File: src/rtl/capture_buffer_initiator.sv
// capture_buffer_initiator
//   Drives capture_buffer's write and read channels for one I/Q burst.
//   A burst of BUFFER_LENGTH input samples is written to addresses
//   0..BUFFER_LENGTH-1. After the single write response is collected, the
//   same addresses are read back in order and the returned samples are
//   streamed out, one cycle per sample.
//
// Ports
//   clk, reset_n                      clock / asynchronous active-low reset
//   start                             begin a burst (honoured only when idle)
//   in_i, in_q, in_valid, in_ready    input sample stream
//   m_axi_waddr/wdata/wvalid,
//   s_axi_wready                      write address/data channel
//   s_axi_bresp/bvalid, m_axi_bready  write response channel
//   m_axi_raddr/rvalid/rready,
//   s_axi_rvalid, s_axi_i/q           read address / read data channel
//   out_i, out_q, out_valid           read-back sample stream (no backpressure)
//   busy, done, error                 status (error is sticky until next start)
module capture_buffer_initiator #(
  parameter int unsigned BUFFER_LENGTH = 32,
  parameter int unsigned INDEX_BITS    = 5,
  parameter int unsigned I_BITS        = 12,
  parameter int unsigned Q_BITS        = 12
) (
  input  logic                     clk,
  input  logic                     reset_n,
  input  logic                     start,
  input  logic [I_BITS-1:0]        in_i,
  input  logic [Q_BITS-1:0]        in_q,
  input  logic                     in_valid,
  output logic                     in_ready,
  output logic [INDEX_BITS-1:0]    m_axi_waddr,
  output logic [I_BITS+Q_BITS-1:0] m_axi_wdata,
  output logic                     m_axi_wvalid,
  input  logic                     s_axi_wready,
  input  logic                     s_axi_bresp,
  input  logic                     s_axi_bvalid,
  output logic                     m_axi_bready,
  output logic [INDEX_BITS-1:0]    m_axi_raddr,
  output logic                     m_axi_rvalid,
  output logic                     m_axi_rready,
  input  logic                     s_axi_rvalid,
  input  logic [I_BITS-1:0]        s_axi_i,
  input  logic [Q_BITS-1:0]        s_axi_q,
  output logic [I_BITS-1:0]        out_i,
  output logic [Q_BITS-1:0]        out_q,
  output logic                     out_valid,
  output logic                     busy,
  output logic                     done,
  output logic                     error
);

  // One extra counter bit so a full count of 2**INDEX_BITS does not wrap.
  localparam int unsigned CNT_W = INDEX_BITS + 1;
  localparam logic [CNT_W-1:0] LEN_C  = CNT_W'(BUFFER_LENGTH);
  localparam logic [CNT_W-1:0] LAST_C = CNT_W'(BUFFER_LENGTH - 1);

  typedef enum logic [2:0] {
    S_IDLE,
    S_WRITE,
    S_WRESP,
    S_READ,
    S_DONE
  } state_t;

  state_t           r_state;
  logic [CNT_W-1:0] r_wcnt;   // completed write beats
  logic [CNT_W-1:0] r_acnt;   // samples accepted from the input stream
  logic [CNT_W-1:0] r_rcnt;   // read returns received

  logic             w_beat;
  logic             w_load;
  logic [CNT_W-1:0] w_wcnt_next;
  logic [CNT_W-1:0] w_acnt_next;
  logic [CNT_W-1:0] w_rcnt_next;

  // Single-entry skid: a new sample can be taken whenever the output
  // register is empty or is being drained this cycle. r_acnt stops intake
  // once the whole burst has been accepted, even if beats are still pending.
  always_comb begin
    in_ready = 1'b0;
    if (r_state == S_WRITE && r_acnt < LEN_C) begin
      in_ready = !m_axi_wvalid || s_axi_wready;
    end
  end

  assign w_beat      = m_axi_wvalid && s_axi_wready;
  assign w_load      = in_valid && in_ready;
  assign w_wcnt_next = r_wcnt + 1'b1;
  assign w_acnt_next = r_acnt + 1'b1;
  assign w_rcnt_next = r_rcnt + 1'b1;

  always_ff @(posedge clk or negedge reset_n) begin
    if (!reset_n) begin
      r_state      <= S_IDLE;
      r_wcnt       <= '0;
      r_acnt       <= '0;
      r_rcnt       <= '0;
      m_axi_waddr  <= '0;
      m_axi_wdata  <= '0;
      m_axi_wvalid <= 1'b0;
      m_axi_bready <= 1'b0;
      m_axi_raddr  <= '0;
      m_axi_rvalid <= 1'b0;
      m_axi_rready <= 1'b0;
      out_i        <= '0;
      out_q        <= '0;
      out_valid    <= 1'b0;
      busy         <= 1'b0;
      done         <= 1'b0;
      error        <= 1'b0;
    end else begin
      out_valid <= 1'b0;
      done      <= 1'b0;

      case (r_state)
        S_IDLE: begin
          if (start) begin
            r_wcnt  <= '0;
            r_acnt  <= '0;
            r_rcnt  <= '0;
            error   <= 1'b0;
            busy    <= 1'b1;
            r_state <= S_WRITE;
          end
        end

        S_WRITE: begin
          // Address follows the accept count: with back-to-back beats the
          // sample loaded alongside a completing beat belongs at wcnt+1.
          if (w_load) begin
            m_axi_wdata  <= {in_i, in_q};
            m_axi_waddr  <= r_acnt[INDEX_BITS-1:0];
            m_axi_wvalid <= 1'b1;
            r_acnt       <= w_acnt_next;
          end else if (w_beat) begin
            m_axi_wvalid <= 1'b0;
          end

          if (w_beat) begin
            r_wcnt <= w_wcnt_next;
            if (r_wcnt == LAST_C) begin
              m_axi_wvalid <= 1'b0;
              m_axi_bready <= 1'b1;
              r_state      <= S_WRESP;
            end
          end
        end

        S_WRESP: begin
          if (s_axi_bvalid) begin
            error        <= error | s_axi_bresp;
            m_axi_bready <= 1'b0;
            m_axi_raddr  <= '0;
            m_axi_rvalid <= 1'b1;
            m_axi_rready <= 1'b1;
            r_state      <= S_READ;
          end
        end

        S_READ: begin
          if (s_axi_rvalid) begin
            out_i     <= s_axi_i;
            out_q     <= s_axi_q;
            out_valid <= 1'b1;
            r_rcnt    <= w_rcnt_next;
            if (r_rcnt == LAST_C) begin
              // Address is left on the final location rather than wrapping.
              m_axi_rvalid <= 1'b0;
              m_axi_rready <= 1'b0;
              done         <= 1'b1;
              r_state      <= S_DONE;
            end else begin
              m_axi_raddr <= w_rcnt_next[INDEX_BITS-1:0];
            end
          end
        end

        S_DONE: begin
          busy    <= 1'b0;
          r_state <= S_IDLE;
        end

        default: begin
          r_state <= S_IDLE;
        end
      endcase
    end
  end

endmodule

File: config.mk
export PLATFORM = sky130hd
export DESIGN_NAME = capture_buffer_initiator
export DESIGN_NICKNAME = d
export VERILOG_FILES = /design/src/rtl/capture_buffer_initiator.sv
export SDC_FILE = /design/constraint.sdc
export NUM_CORES = 1
export LEC_CHECK = 0
export BUFFER_PORTS_ARGS = -buffer_cell sky130_fd_sc_hd__buf_2
export CAP_MARGIN = 15
export CORE_AREA = 2 2 86 105
export DETAILED_ROUTE_END_ITERATION = 8
export DIE_AREA = 0 0 88 107
export PLACE_DENSITY = 0.71
export SETUP_SLACK_MARGIN = 0.1
export SYNTH_ARGS = -nofsm -noshare
export SYNTH_HDL_FRONTEND = slang
export SYNTH_SLANG_ARGS = --single-unit
File: constraint.sdc
create_clock -name clk -period 2.05 [get_ports clk]
set_input_delay 0.205 -clock clk [delete_from_list [all_inputs] [get_ports clk]]
set_output_delay 0.205 -clock clk [all_outputs]
set_load 0.05 [all_outputs]
==> metrics.txt <==
grt ovf 0; Iter 0 DRT Violations 129; residual DRC count 0; Net Count, Synth 392; Antenna Cells 0; Setup Total Neg Slack 0 ns; Reg clk slew, reported paths 0.09 ns; Final Hold Viols 0; hpwl dp 5.68 mm; CP max FO 15; Least-Margin Pin Slew 0.540 ns; Slowest-stage cell, CP dfrtp_1; Longest Clk Path Bufs 2; Final setup viols 0; ys async rst share 1.00; Die ar. 9420 µm²; # nets final 521; Syn-to-layout area delta 28.5%; cell leakage power 2.63 nW; crit path buf inv count 2; Initial Util 0.450; Yosys reg bits 86; Finished Core Util 0.578; crit path capture type output pin; post-synthesis mux area share 0.155; gpl congestion 0.783; row count 37; port bufs 122; Setup Skew 0.0107 ns; Worst Hold Class in2reg; worst path arrival time 1.71 ns; largest net degree at the start of global routing 55; Unique masters post-synth 48; Pre-antenna DRT Iters 5; Routed WL 8.02 mm; share of layout cells above drive strength 1 0.394; Tcrit/Tclk final 0.932; Ports 123; warnings from Yosys 0; Synth Area in Compound Gates 0.0471; Num CTS Buffers 9; Period minus WS final 1.91 ns; register area share after synthesis 0.571; Cell Area, Synth 3770 µm²; Via-to-Cell Ratio 4.95; simple-gate share of the synthesized area 0.174; number of max-slew violations in the final report 0; Max Cap Viol 0; die extent in y 107 µm; chip width 88 µm; first-pass GRT wire length 12.9 mm; CTS tree yes; RSZ-0062 raised after global routing yes; Gate Count Post-Synth 333; initial antenna violation count 0; Post-CTS Setup Bufs 0; Post-synth EDFFs 0; combinational family with the most area after synthesis simple AND/OR/NAND/NOR gates; Worst Path Required 1.85 ns; Slew HR 0.639; clock sink count 86; H-tree depth 3; crit-path cells or3b_1 -> buf_4 -> nor3_4 -> buf_6; DR vias 2888; FMAX 523 MHz; DR WL/cell 13.7 µm; Critical Path Start Type flip-flop; adder-cell area share of the yosys netlist 0.00996; status finished, final reports clean; Mean Syn Cell Area 11.3 µm²; vias in the first global route 2809; Synth Flop Type dfrtp_1; family with the most delay on the worst path simple AND/OR/NAND/NOR gates; Pwr Density 1830 nW/µm²; CP peak stage delay 0.39 ns; most frequent cells in the layout buf_2 (120), nand2_1 (89), dfrtp_1 (86), mux2_4 (28), mux2i_1 (13); Root Buffer Master clkbuf_8; IR Drop Worst-Case VDD 1.05 mV; Antenna Nets Post-Route 0; Worst-Skew Late Latency 0.35 ns; global-route usage over all layers 0.175; post-synthesis xor/xnor area fraction 0.00465; critical path type reg2out; most common library cell in the layout ignoring fill and taps buf_2; CORE AREA 8380 µm²
-- flip-flops by register name, indices dropped and copies added, names as in the netlist, 3 cells and up --
signal,cells
m_axi_raddr,5
m_axi_waddr,5
m_axi_wdata,24
out_i,12
out_q,12
r_acnt,6
r_rcnt,6
r_state,3
r_wcnt,6
-- per-stage QoR --
step	cells	total power [mW]	area [µm²]	setup WS, ns	hold slack, ns
5_1_grt	584	9.37	4840	0.0411	0.0195
6_report	584	8.87	4840	0.139	0.0359
2_1_floorplan	333	6.42	3770	0.0947	-0.0906
3_5_place_dp	566	7.48	4560	0.119	0.177
4_1_cts	584	8.93	4830	0.0994	0.0130
3_3_place_gp	566	7.36	4560	0.142	0.169
-- where the power goes --
group          total, mW  switching, mW  internal [mW]
clock               1.32          0.624          0.701
sequential          2.88          0.470           2.41
combinational       4.66           3.16           1.50
total               8.87           4.25           4.62
-- what timing repair did --
item                                    in CTS  in global routing
hold buffers                                 1                  0
endpoints found under the setup margin       2                 14
hold endpoints to repair                    32                  0
pin swaps                                    0                  1
gates resized for setup                      2                  2
cloned                                       1                  0
-- final timing paths --
check	from	end	slack (ns)	cells after the start
max	r_state[1]$_DFFE_PN0P_	in_ready	0.14	4
min in group asynchronous	reset_n	out_i[7]$_DFFE_PN0P_	0.34	2
min reg2reg	out_q[3]$_DFFE_PN0P_	out_q[3]$_DFFE_PN0P_	0.48	2
max reg2reg	r_state[1]$_DFFE_PN0P_	m_axi_wdata[20]$_DFFE_PN0P_	0.17	4
max in group asynchronous	reset_n	m_axi_wdata[6]$_DFFE_PN0P_	1.10	3
min	s_axi_q[0]	out_q[0]$_DFFE_PN0P_	0.04	3
-- Yosys cell counts, types with 2 or more instances --
master    count  share of area
mux2_4       28           0.11
nor3b_1       2         0.0040
dfrtp_1      86           0.57
nand2_1      89          0.089
nand3b_1      2         0.0040
mux2i_1      13          0.035
nand4_1       2         0.0033
a21oi_1       7         0.0093
or3_1         2         0.0033
or4_1         3         0.0060
inv_1        11          0.011
o22ai_1       3         0.0050
mux2_1        2         0.0060
nor3_1        8          0.011
nor4_1        4         0.0066
a21o_1        2         0.0040
o21ai_1       2         0.0027
nand2b_1      5         0.0083
buf_6         3         0.0090
nand3_1       8          0.011
nor2_1        5         0.0050
clkbuf_1     13          0.013
nand4b_1      2         0.0046
ha_1          3          0.010
o21a_1        2         0.0040
o31ai_1       4         0.0080
-- cells by family after synthesis --
family                   count (synthesis)
AND/OR/NAND/NOR                        140
flip-flops                              86
multiplexers                            44
buffers and inverters                   31
AO/OA/AOI/OAI                           27
adder cells (fa/ha/maj)                  3
XOR/XNOR                                 2
-- tightest hold or removal path: stages --
cell	delay, ns
buf_2	0.07
nand2_1	0.04
nand2_1	0.04
-- metal layers --
metal  wire length [µm]  track usage
met5                  0            0
met4                157       0.0747
met3                409       0.0346
met2               4130        0.297
met1               3320        0.215
-- area by class of cell --
class / instances / area, µm²
repair buffers: 137 / 785
well taps: 117 / 146
multi-input cells: 216 / 1490
flip-flops and latches: 86 / 2150
clock inverters: 7 / 103
fillers: 724 / 3540
clock buffers: 9 / 124
inverters: 12 / 45.0
No activity file was read; power rests on OpenSTA's default activity.
